**src/rtl/freq_meter_pkg.sv**
```systemverilog
// freq_meter_pkg: FSM state type and default timing constants shared by the
// freq_meter block and its optional BCD converter.
package freq_meter_pkg;

  typedef enum logic [1:0] {
    IDLE  = 2'd0,
    GATE  = 2'd1,
    LATCH = 2'd2,
    CONV  = 2'd3
  } state_e;

  localparam int CLK_HZ          = 48_000_000;
  localparam int DEF_GATE_CYCLES = CLK_HZ;  // one-second gate at the nominal clock
  localparam int DEF_CNT_WIDTH   = 24;
  localparam int DEF_BCD_DIGITS  = 8;

endpackage

```
**src/rtl/freq_meter_bcd.sv**
```systemverilog
// freq_meter_bcd: sequential double-dabble converter, one bit per cycle for BIN_W cycles.
// done is high in the final iteration cycle, when bcd already shows the finished result.
module freq_meter_bcd
  import freq_meter_pkg::*;
#(
  parameter int BIN_W  = DEF_CNT_WIDTH,
  parameter int DIGITS = DEF_BCD_DIGITS
) (
  input  logic                  clk_in,
  input  logic                  rst,
  input  logic                  start,
  input  logic [BIN_W-1:0]      bin,
  output logic [4*DIGITS-1:0]   bcd,
  output logic                  done
);

  localparam int SH_W   = 4 * DIGITS + BIN_W;
  localparam int ITER_W = $clog2(BIN_W + 1);
  localparam logic [ITER_W-1:0] ITER_LAST = ITER_W'(BIN_W - 1);

  logic [SH_W-1:0]   sh_r;
  logic [SH_W-1:0]   step_s;
  logic [ITER_W-1:0] iter_r;
  logic              run_r;

  // Add 3 to every BCD digit of 5 or more, then shift the whole register left.
  function automatic logic [SH_W-1:0] dabble_step(input logic [SH_W-1:0] v);
    logic [SH_W-1:0] a;
    a = v;
    for (int d = 0; d < DIGITS; d++) begin
      if (a[BIN_W + 4*d +: 4] >= 4'd5) begin
        a[BIN_W + 4*d +: 4] = a[BIN_W + 4*d +: 4] + 4'd3;
      end
    end
    return {a[SH_W-2:0], 1'b0};
  endfunction

  assign step_s = dabble_step(sh_r);
  assign bcd    = step_s[SH_W-1 -: 4*DIGITS];
  assign done   = run_r && (iter_r == ITER_LAST);

  // Load the binary value on start, then iterate until the last bit is shifted in.
  always_ff @(posedge clk_in or negedge rst) begin
    if (!rst) begin
      sh_r   <= '0;
      iter_r <= '0;
      run_r  <= 1'b0;
    end else if (start) begin
      sh_r   <= {{(4*DIGITS){1'b0}}, bin};
      iter_r <= '0;
      run_r  <= 1'b1;
    end else if (run_r) begin
      sh_r   <= step_s;
      iter_r <= iter_r + ITER_W'(1);
      run_r  <= !done;
    end
  end

endmodule

```
**src/rtl/freq_meter.sv**
```systemverilog
// freq_meter: counts rising edges of sig_in over back-to-back GATE_CYCLES-long windows.
// Optional macro FREQ_METER_BCD_EN adds bcd_out via a sequential BCD conversion state.
module freq_meter
  import freq_meter_pkg::*;
#(
  parameter int GATE_CYCLES = DEF_GATE_CYCLES,
  parameter int CNT_WIDTH   = DEF_CNT_WIDTH,
  parameter int BCD_DIGITS  = DEF_BCD_DIGITS
) (
  input  logic                   clk_in,
  input  logic                   rst,
  input  logic                   sig_in,
  input  logic                   en,
  output logic [CNT_WIDTH-1:0]   freq_out,
  output logic                   valid,
  output logic                   ovf,
  output logic                   busy
`ifdef FREQ_METER_BCD_EN
  ,
  output logic [4*BCD_DIGITS-1:0] bcd_out
`endif
);

  localparam int TMR_W = $clog2(GATE_CYCLES + 1);
  localparam logic [TMR_W-1:0]     TMR_LAST = TMR_W'(GATE_CYCLES - 1);
  localparam logic [CNT_WIDTH-1:0] CNT_MAX  = '1;

  if (GATE_CYCLES < 4 || CNT_WIDTH < 1 || BCD_DIGITS < 1) begin : g_bad_params
    $error("freq_meter: needs GATE_CYCLES >= 4, CNT_WIDTH >= 1, BCD_DIGITS >= 1");
  end

  state_e                 state_r, state_nxt_s;
  logic                   sync1_r, sync2_r, prev_r;
  logic                   edge_s, gate_done_s, gate_entry_s;
  logic [TMR_W-1:0]       tmr_r;
  logic [CNT_WIDTH-1:0]   cnt_r, cnt_nxt_s;
  logic                   ovf_flag_r, ovf_nxt_s;

  assign edge_s       = sync2_r & ~prev_r;
  assign gate_done_s  = (tmr_r == TMR_LAST);
  assign gate_entry_s = (state_r != GATE) && (state_nxt_s == GATE);

`ifdef FREQ_METER_BCD_EN
  logic                    conv_done_s;
  logic [4*BCD_DIGITS-1:0] conv_bcd_s;

  freq_meter_bcd #(
    .BIN_W  (CNT_WIDTH),
    .DIGITS (BCD_DIGITS)
  ) u_bcd (
    .clk_in (clk_in),
    .rst    (rst),
    .start  (state_r == LATCH),
    .bin    (cnt_r),
    .bcd    (conv_bcd_s),
    .done   (conv_done_s)
  );
`endif

  // Two-flop synchronizer plus one history flop for rising-edge detection.
  always_ff @(posedge clk_in or negedge rst) begin
    if (!rst) begin
      sync1_r <= 1'b0;
      sync2_r <= 1'b0;
      prev_r  <= 1'b0;
    end else begin
      sync1_r <= sig_in;
      sync2_r <= sync1_r;
      prev_r  <= sync2_r;
    end
  end

  // State register.
  always_ff @(posedge clk_in or negedge rst) begin
    if (!rst) begin
      state_r <= IDLE;
    end else begin
      state_r <= state_nxt_s;
    end
  end

  // Next-state logic; dropping en inside a gate window aborts it.
  always_comb begin
    state_nxt_s = state_r;
    case (state_r)
      IDLE: begin
        if (en) state_nxt_s = GATE;
        else    state_nxt_s = IDLE;
      end
      GATE: begin
        if (!en)              state_nxt_s = IDLE;
        else if (gate_done_s) state_nxt_s = LATCH;
        else                  state_nxt_s = GATE;
      end
`ifdef FREQ_METER_BCD_EN
      LATCH: state_nxt_s = CONV;
      CONV: begin
        if (!conv_done_s) state_nxt_s = CONV;
        else if (en)      state_nxt_s = GATE;
        else              state_nxt_s = IDLE;
      end
`else
      LATCH: begin
        if (en) state_nxt_s = GATE;
        else    state_nxt_s = IDLE;
      end
      CONV: state_nxt_s = IDLE;
`endif
      default: state_nxt_s = IDLE;
    endcase
  end

  // Saturating edge count for the current gate cycle.
  always_comb begin
    cnt_nxt_s = cnt_r;
    ovf_nxt_s = ovf_flag_r;
    if (edge_s) begin
      if (cnt_r == CNT_MAX) begin
        ovf_nxt_s = 1'b1;
      end else begin
        cnt_nxt_s = cnt_r + CNT_WIDTH'(1);
      end
    end else begin
      cnt_nxt_s = cnt_r;
    end
  end

  // Gate timer and edge counter; an edge seen in LATCH seeds the next window.
  always_ff @(posedge clk_in or negedge rst) begin
    if (!rst) begin
      tmr_r      <= '0;
      cnt_r      <= '0;
      ovf_flag_r <= 1'b0;
    end else if (gate_entry_s) begin
      tmr_r      <= '0;
      cnt_r      <= CNT_WIDTH'((state_r == LATCH) && edge_s);
      ovf_flag_r <= 1'b0;
    end else if (state_r == GATE) begin
      tmr_r      <= tmr_r + TMR_W'(1);
      cnt_r      <= cnt_nxt_s;
      ovf_flag_r <= ovf_nxt_s;
    end
  end

  // Registered results; loaded so that valid is high in the cycle the result appears.
  always_ff @(posedge clk_in or negedge rst) begin
    if (!rst) begin
      freq_out <= '0;
      ovf      <= 1'b0;
      valid    <= 1'b0;
      busy     <= 1'b0;
`ifdef FREQ_METER_BCD_EN
      bcd_out  <= '0;
`endif
    end else begin
      busy <= (state_nxt_s != IDLE);
`ifdef FREQ_METER_BCD_EN
      if (state_r == CONV && conv_done_s) begin
        freq_out <= cnt_r;
        ovf      <= ovf_flag_r;
        bcd_out  <= conv_bcd_s;
        valid    <= 1'b1;
      end else begin
        valid    <= 1'b0;
      end
`else
      if (state_r == GATE && state_nxt_s == LATCH) begin
        freq_out <= cnt_nxt_s;
        ovf      <= ovf_nxt_s;
        valid    <= 1'b1;
      end else begin
        valid    <= 1'b0;
      end
`endif
    end
  end

endmodule

```
**config.mk**
```make
export PLATFORM = sky130hd
export DESIGN_NAME = freq_meter
export DESIGN_NICKNAME = d
export VERILOG_FILES = /design/src/rtl/freq_meter_pkg.sv /design/src/rtl/freq_meter_bcd.sv /design/src/rtl/freq_meter.sv
export SDC_FILE = /design/constraint.sdc
export NUM_CORES = 1
export LEC_CHECK = 0
export ABC_AREA = 1
export BUFFER_PORTS_ARGS = -buffer_cell sky130_fd_sc_hd__clkbuf_2
export CAP_MARGIN = 10
export CORE_MARGIN = 2
export CORE_UTILIZATION = 60
export CTS_BUF_LIST = sky130_fd_sc_hd__clkbuf_8 sky130_fd_sc_hd__clkbuf_16
export DETAILED_ROUTE_END_ITERATION = 12
export PLACE_DENSITY = 0.79
export SLEW_MARGIN = 20
export SYNTH_ARGS = -nofsm -noshare
export SYNTH_HDL_FRONTEND = slang
export SYNTH_SLANG_ARGS = --single-unit
```
**constraint.sdc**
```tcl
create_clock -name clk_in -period 3.2 [get_ports clk_in]
set_input_delay 0.8 -clock clk_in [delete_from_list [all_inputs] [get_ports clk_in]]
set_output_delay 0.8 -clock clk_in [all_outputs]
set_load 0.005 [all_outputs]
```
==> results of run 1 <==
power breakdown:
| group | switching (mW) | total [mW] | internal, mW |
|---|---|---|---|
| logic | 0.106 | 0.143 | 0.0374 |
| registers | 0.0298 | 1.10 | 1.07 |
| clock network | 0.429 | 0.804 | 0.376 |
| total | 0.564 | 2.05 | 1.48 |
cells in the final DEF (no fill, tap or decap), types with 10 or more instances in the layout:
master and n:
clkbuf_2 29, dfrtp_1 83, inv_1 75, nand2_1 258, nand3_1 47, nand4_1 21, nor2_1 58, nor2_2 10
nor3_1 11, o21ai_0 31
worst min path at each step:
| stage | depth (start not counted) | startpoint | end | slack [ps] |
|---|---|---|---|---|
| detailed placement | 0 | sync1_r$_DFF_PN0_ | sync2_r$_DFF_PN0_ | 330 |
| finish | 0 | sync1_r$_DFF_PN0_ | sync2_r$_DFF_PN0_ | 350 |
| CTS | 0 | sync1_r$_DFF_PN0_ | sync2_r$_DFF_PN0_ | 360 |
| global placement | 0 | sync1_r$_DFF_PN0_ | sync2_r$_DFF_PN0_ | 330 |
| floorplan | 0 | sync1_r$_DFF_PN0_ | sync2_r$_DFF_PN0_ | 330 |
| global route | 0 | sync1_r$_DFF_PN0_ | sync2_r$_DFF_PN0_ | 360 |
metal layers:
| layer | share of wire, % | GRT usage, % | wire length, µm | vias to the layer above |
|---|---|---|---|---|
| li1 | - | - | - | 2207 |
| met1 | 49 | 49.7 | 5930 | 2099 |
| met2 | 41 | 40.9 | 5010 | 220 |
| met3 | 8.9 | 5.16 | 1080 | 19 |
| met4 | 1.6 | 10.5 | 196 | 0 |
| met5 | 0 | 0 | 0 | - |
kinds of logic (layout without fill, tap and decap cells):
| kind of cell | after synthesis | after routing | share of synthesized area (%) |
|---|---|---|---|
| and+or+nand+nor | 429 | 429 | 39.8 |
| buffers and inverters | 99 | 138 | 8.45 |
| DFF | 83 | 83 | 43.3 |
| AOI/OAI and AO/OA | 55 | 55 | 6.44 |
| xor gates and xnor gates | 8 | 8 | 1.46 |
| adders and majority gates | 2 | 2 | 0.521 |
sequential cells by signal, indices dropped and copies added, names as in the netlist:
signal	cells
busy	1
cnt_r	24
freq_out	24
ovf	1
ovf_flag_r	1
prev_r	1
state_r	2
sync1_r	1
sync2_r	1
tmr_r	26
valid	1
final cells by class:
cell class | count | area share (%)
multi-input cells | 494 | 44.0
flip-flops and latches | 83 | 39.5
inverters | 84 | 6.09
repair buffers | 38 | 4.04
well taps | 102 | 2.43
clock buffers | 9 | 2.35
clock inverters | 7 | 1.62
==> impl_metrics.json, run 1 <==
{
  "outcome": "finished, final reports clean",
  "syn-instance-count": 676,
  "start_util_pct": 62.1,
  "wirelength_um": 12200,
  "area_delta_synth_final_pct": 9.67,
  "htreeDepth": 3,
  "row_count": 32,
  "gp_congestion": 0.949,
  "crit_fanout": 14,
  "finalHoldViolCount": 0,
  "holdWs_ps": 355,
  "finalInstanceArea_um2": 5260,
  "worst_pin_slew_ps": 677,
  "drtAntennaViolNets": 0,
  "post-cts-setup-buffers": 0,
  "cts_root_buffer": "clkbuf_8",
  "maxCapViolations": 0,
  "maxSlewViolCount": 0,
  "synth_fp_nets": 682,
  "antenna_found_initial": 0,
  "cts_inserted_buffers": 9,
  "min_period_over_period_pct": 63.9,
  "path_buf_inv": 2,
  "dp_hpwl_um": 8850,
  "grt_usage_pct": 30.6,
  "synth_enable_flop_cells": 0,
  "seq_area_um2": 2080,
  "die_h_um": 93.4,
  "r2r-end": "cnt_r[4]$_DFFE_PN0P_",
  "r2r-start": "sync2_r$_DFF_PN0_",
  "viasPerCell": 5.56,
  "ys_async_sr_fraction_pct": 100,
  "die_area_um2": 8730,
  "num-fill-cells": 664,
  "crit_path_end_kind": "register",
  "fmaxAchievable_mhz": 489,
  "clk_latency_ps": 360,
  "cpPeakStageDelay_ps": 520,
  "crit_chain": "inv_1 -> nor2_2 -> inv_1 -> o21ai_0 -> nand2_1 -> o21ai_0",
  "drive_gt1_share_pct": 13.7,
  "critical_path_arrival_ps": 2330,
  "cp.depth": 6,
  "cts_sinks": 83,
  "fin_cells": 817,
  "ff2ff_path_depth": 6,
  "seq_area_frac_synth_pct": 43.3,
  "drc": 0,
  "crit_type": "register to register",
  "dr_total_vias": 4545,
  "min_period_ps": 2040,
  "setup_viol": 0,
  "num_antenna_cells": 0,
  "synth_top_area_cell": "dfrtp_1",
  "clk_pin_slew_ps": 90,
  "fin_skew_ps": 8.56,
  "setup_ws_ps": 1160,
  "synthTopCellsByArea": "dfrtp_1, nand2_1, inv_1",
  "clk_path_buf_depth": 2,
  "timing.reg2reg.setup_slack_ps": 1160,
  "wl_per_cell_um": 14.9,
  "placedCellCount": 801,
  "placed_cell_area_um2": 5050,
  "place_ws_ps": 1070,
  "holdBufCountCts": 0,
  "nets": 716,
  "multiInputGateArea_um2": 2320,
  "utilization_pct": 68.1,
  "synth_common_cells": "nand2_1, dfrtp_1, inv_1, nor2_1, nand3_1",
  "post_cts_resized": 0,
  "drt_iter0_drc": 524,
  "endpoint": "cnt_r[4]$_DFFE_PN0P_",
  "yosysWarnings": 0,
  "cp-start-kind": "register",
  "synth_top_area_share_pct": 43.3,
  "yosysMostFrequentCell": "nand2_1",
  "grt_first_pass_wirelength_um": 20700,
  "grt_overflow": 0,
  "firstDrtPassIters": 5,
  "p_per_area_nw_per_um2": 389,
  "fin_tns_setup_ps": 0,
  "synthDistinctLibCells": 38,
  "slowest_stage": "nor2_2",
  "pin_count": 31,
  "hold_class": "register to register",
  "ys_ff_latch": 83,
  "cts_tree": "built",
  "total_power_mw": 2.05,
  "p_leak_nw": 2.63,
  "syn_area_um2": 4800,
  "grt_max_degree": 50,
  "die_w_um": 93.4,
  "grt_pass1_vias": 4126,
  "rsz0062_at_grt": "false",
  "yosys_most_used_dff": "dfrtp_1",
  "worstSetupStartpoint": "sync2_r$_DFF_PN0_",
  "required_ps": 3490,
  "core_area_um2": 7730,
  "slew_headroom_pct": 54.9,
  "vdd_drop_max_uv": 326,
  "portBuffers": 30,
  "cpLargestDelayFamily": "simple AND/OR/NAND/NOR gates",
  "avgSynthCellArea_um2": 7.10
}
Power figures use the tool's default switching activity.
==> inputs of run 2 (changes only) <==
==> constraint.sdc (replaced) <==
create_clock -name clk_in -period 2.1 [get_ports clk_in]
set_input_delay 0.525 -clock clk_in [delete_from_list [all_inputs] [get_ports clk_in]]
set_output_delay 0.525 -clock clk_in [all_outputs]
set_load 0.005 [all_outputs]
==> impl_metrics.json, run 2 (synthesis results as in run 1) <==
{
  "antenna_found_initial": 0,
  "grt_overflow": 0,
  "p_leak_nw": 2.64,
  "grt_pass1_vias": 4348,
  "num-fill-cells": 625,
  "final_cell_mix": "nand2_1, dfrtp_1, inv_1, nor2_1, nand3_1",
  "die_area_um2": 8730,
  "dp_hpwl_um": 8980,
  "die_h_um": 93.4,
  "fin_skew_ps": 15.5,
  "final_common_cell": "nand2_1",
  "htreeDepth": 3,
  "setup_viol": 0,
  "grt_first_pass_wirelength_um": 21100,
  "top_register": "tmr_r",
  "start_util_pct": 62.1,
  "p_per_area_nw_per_um2": 585,
  "nets": 719,
  "drive_gt1_share_pct": 13.9,
  "required_ps": 2390,
  "die_w_um": 93.4,
  "wirelength_um": 12200,
  "critical_path_arrival_ps": 2210,
  "largest_reg_flops": 26,
  "slew_headroom_pct": 58.7,
  "drc": 0,
  "min_period_over_period_pct": 91.6,
  "outcome": "finished, final reports clean",
  "drtAntennaViolNets": 0,
  "finalInstanceArea_um2": 5310,
  "cp-start-kind": "register",
  "dr_total_vias": 4567,
  "clk_latency_ps": 370,
  "cts_sinks": 83,
  "cts_tree": "built",
  "grt_usage_pct": 31.1,
  "fmaxAchievable_mhz": 520,
  "core_area_um2": 7730,
  "clk_path_buf_depth": 2,
  "placed_cell_area_um2": 5100,
  "drt_iter0_drc": 361,
  "firstDrtPassIters": 6,
  "num_antenna_cells": 0,
  "crit_fanout": 13,
  "wl_per_cell_um": 14.9,
  "maxCapViolations": 0,
  "crit_type": "register to register",
  "pin_count": 31,
  "crit_path_end_kind": "register",
  "fin_tns_setup_ps": 0,
  "row_count": 32,
  "portBuffers": 30,
  "total_power_mw": 3.10,
  "cts_root_buffer": "clkbuf_8",
  "worst_pin_slew_ps": 619,
  "grt_max_degree": 35,
  "cts_inserted_buffers": 9,
  "top_regs": "tmr_r (26), cnt_r (24), freq_out (24)",
  "maxSlewViolCount": 0,
  "area_delta_synth_final_pct": 10.6,
  "clk_pin_slew_ps": 100,
  "min_period_ps": 1920,
  "hold_class": "input port to asynchronous set/reset pin",
  "viasPerCell": 5.57,
  "gp_congestion": 0.969,
  "rsz0062_at_grt": "false",
  "finalHoldViolCount": 0,
  "vdd_drop_max_uv": 566
}
==> run 2: changes by cell type in the layout (fill, tap and decap cells not counted), sizes merged <==
cell,previous run,this run
buf,9,12
clkinv,6,4
clkinvlp,0,2
==> run 2: path summary, 6_finish.rpt <==
check                                  start                        to  slack (ps)  cells past startpoint
min reg2reg                sync1_r$_DFF_PN0_         sync2_r$_DFF_PN0_         360                      0
min                                      rst     tmr_r[19]$_DFFE_PN0P_          60                      1
min in group clk_in                   sig_in         sync1_r$_DFF_PN0_         250                      1
max                         prev_r$_DFF_PN0_      cnt_r[3]$_DFFE_PN0P_         180                      5
max in group asynchronous                rst  freq_out[14]$_DFFE_PN0P_        1540                      2
max reg2reg                 prev_r$_DFF_PN0_      cnt_r[3]$_DFFE_PN0P_         180                      5
==> run 2: repair_timing <==
| item | CTS | global route |
|---|---|---|
| gates resized for setup | 0 | 2 |
| endpoints found under the setup margin | 0 | 1 |
| setup buffers | 0 | 0 |
| hold buffers | 0 | 0 |
==> run 2: report_power, final <==
part / switching [mW] / total (mW) / internal [mW]
clock network: 0.644 / 1.20 / 0.556
registers: 0.0439 / 1.68 / 1.63
logic: 0.163 / 0.225 / 0.0624
total: 0.850 / 3.10 / 2.25
==> run 2: stage by stage <==
stage	utilization [%]	hold slack (ps)	std cells	setup WS (ps)
2_1_floorplan	-	229	676	524
3_3_place_gp	66.0	332	804	277
3_5_place_dp	66.0	341	804	219
4_1_cts	68.6	63.7	820	145
5_1_grt	68.7	67.8	820	14.6
6_report	68.7	57.4	820	176
==> run 2: cell type report <==
type | instances | area, µm² | area share (%)
Multi-Input combinational cell | 494 | 2320 | 43.8
Clock inverter | 7 | 75.1 | 1.42
Clock buffer | 9 | 124 | 2.33
Inverter | 84 | 320 | 6.04
Tap cell | 102 | 128 | 2.41
Timing Repair Buffer | 41 | 260 | 4.91
Sequential cell | 83 | 2080 | 39.2
==> run 2: critical path, cell delays in order, from the launching register on <==
cell	delay, ps
dfrtp_1	390
nor2_2	500
inv_1	350
o21ai_0	430
nand2_1	90
o21ai_0	80
==> run 2: per-layer routing <==
metal  vias up  share of wire, %  track usage [%]
li1       2209                 -                -
met1      2134                45             44.8
met2       193                45             48.1
met3        31               7.5             4.75
met4         0               2.2             11.2
met5         -                 0                0
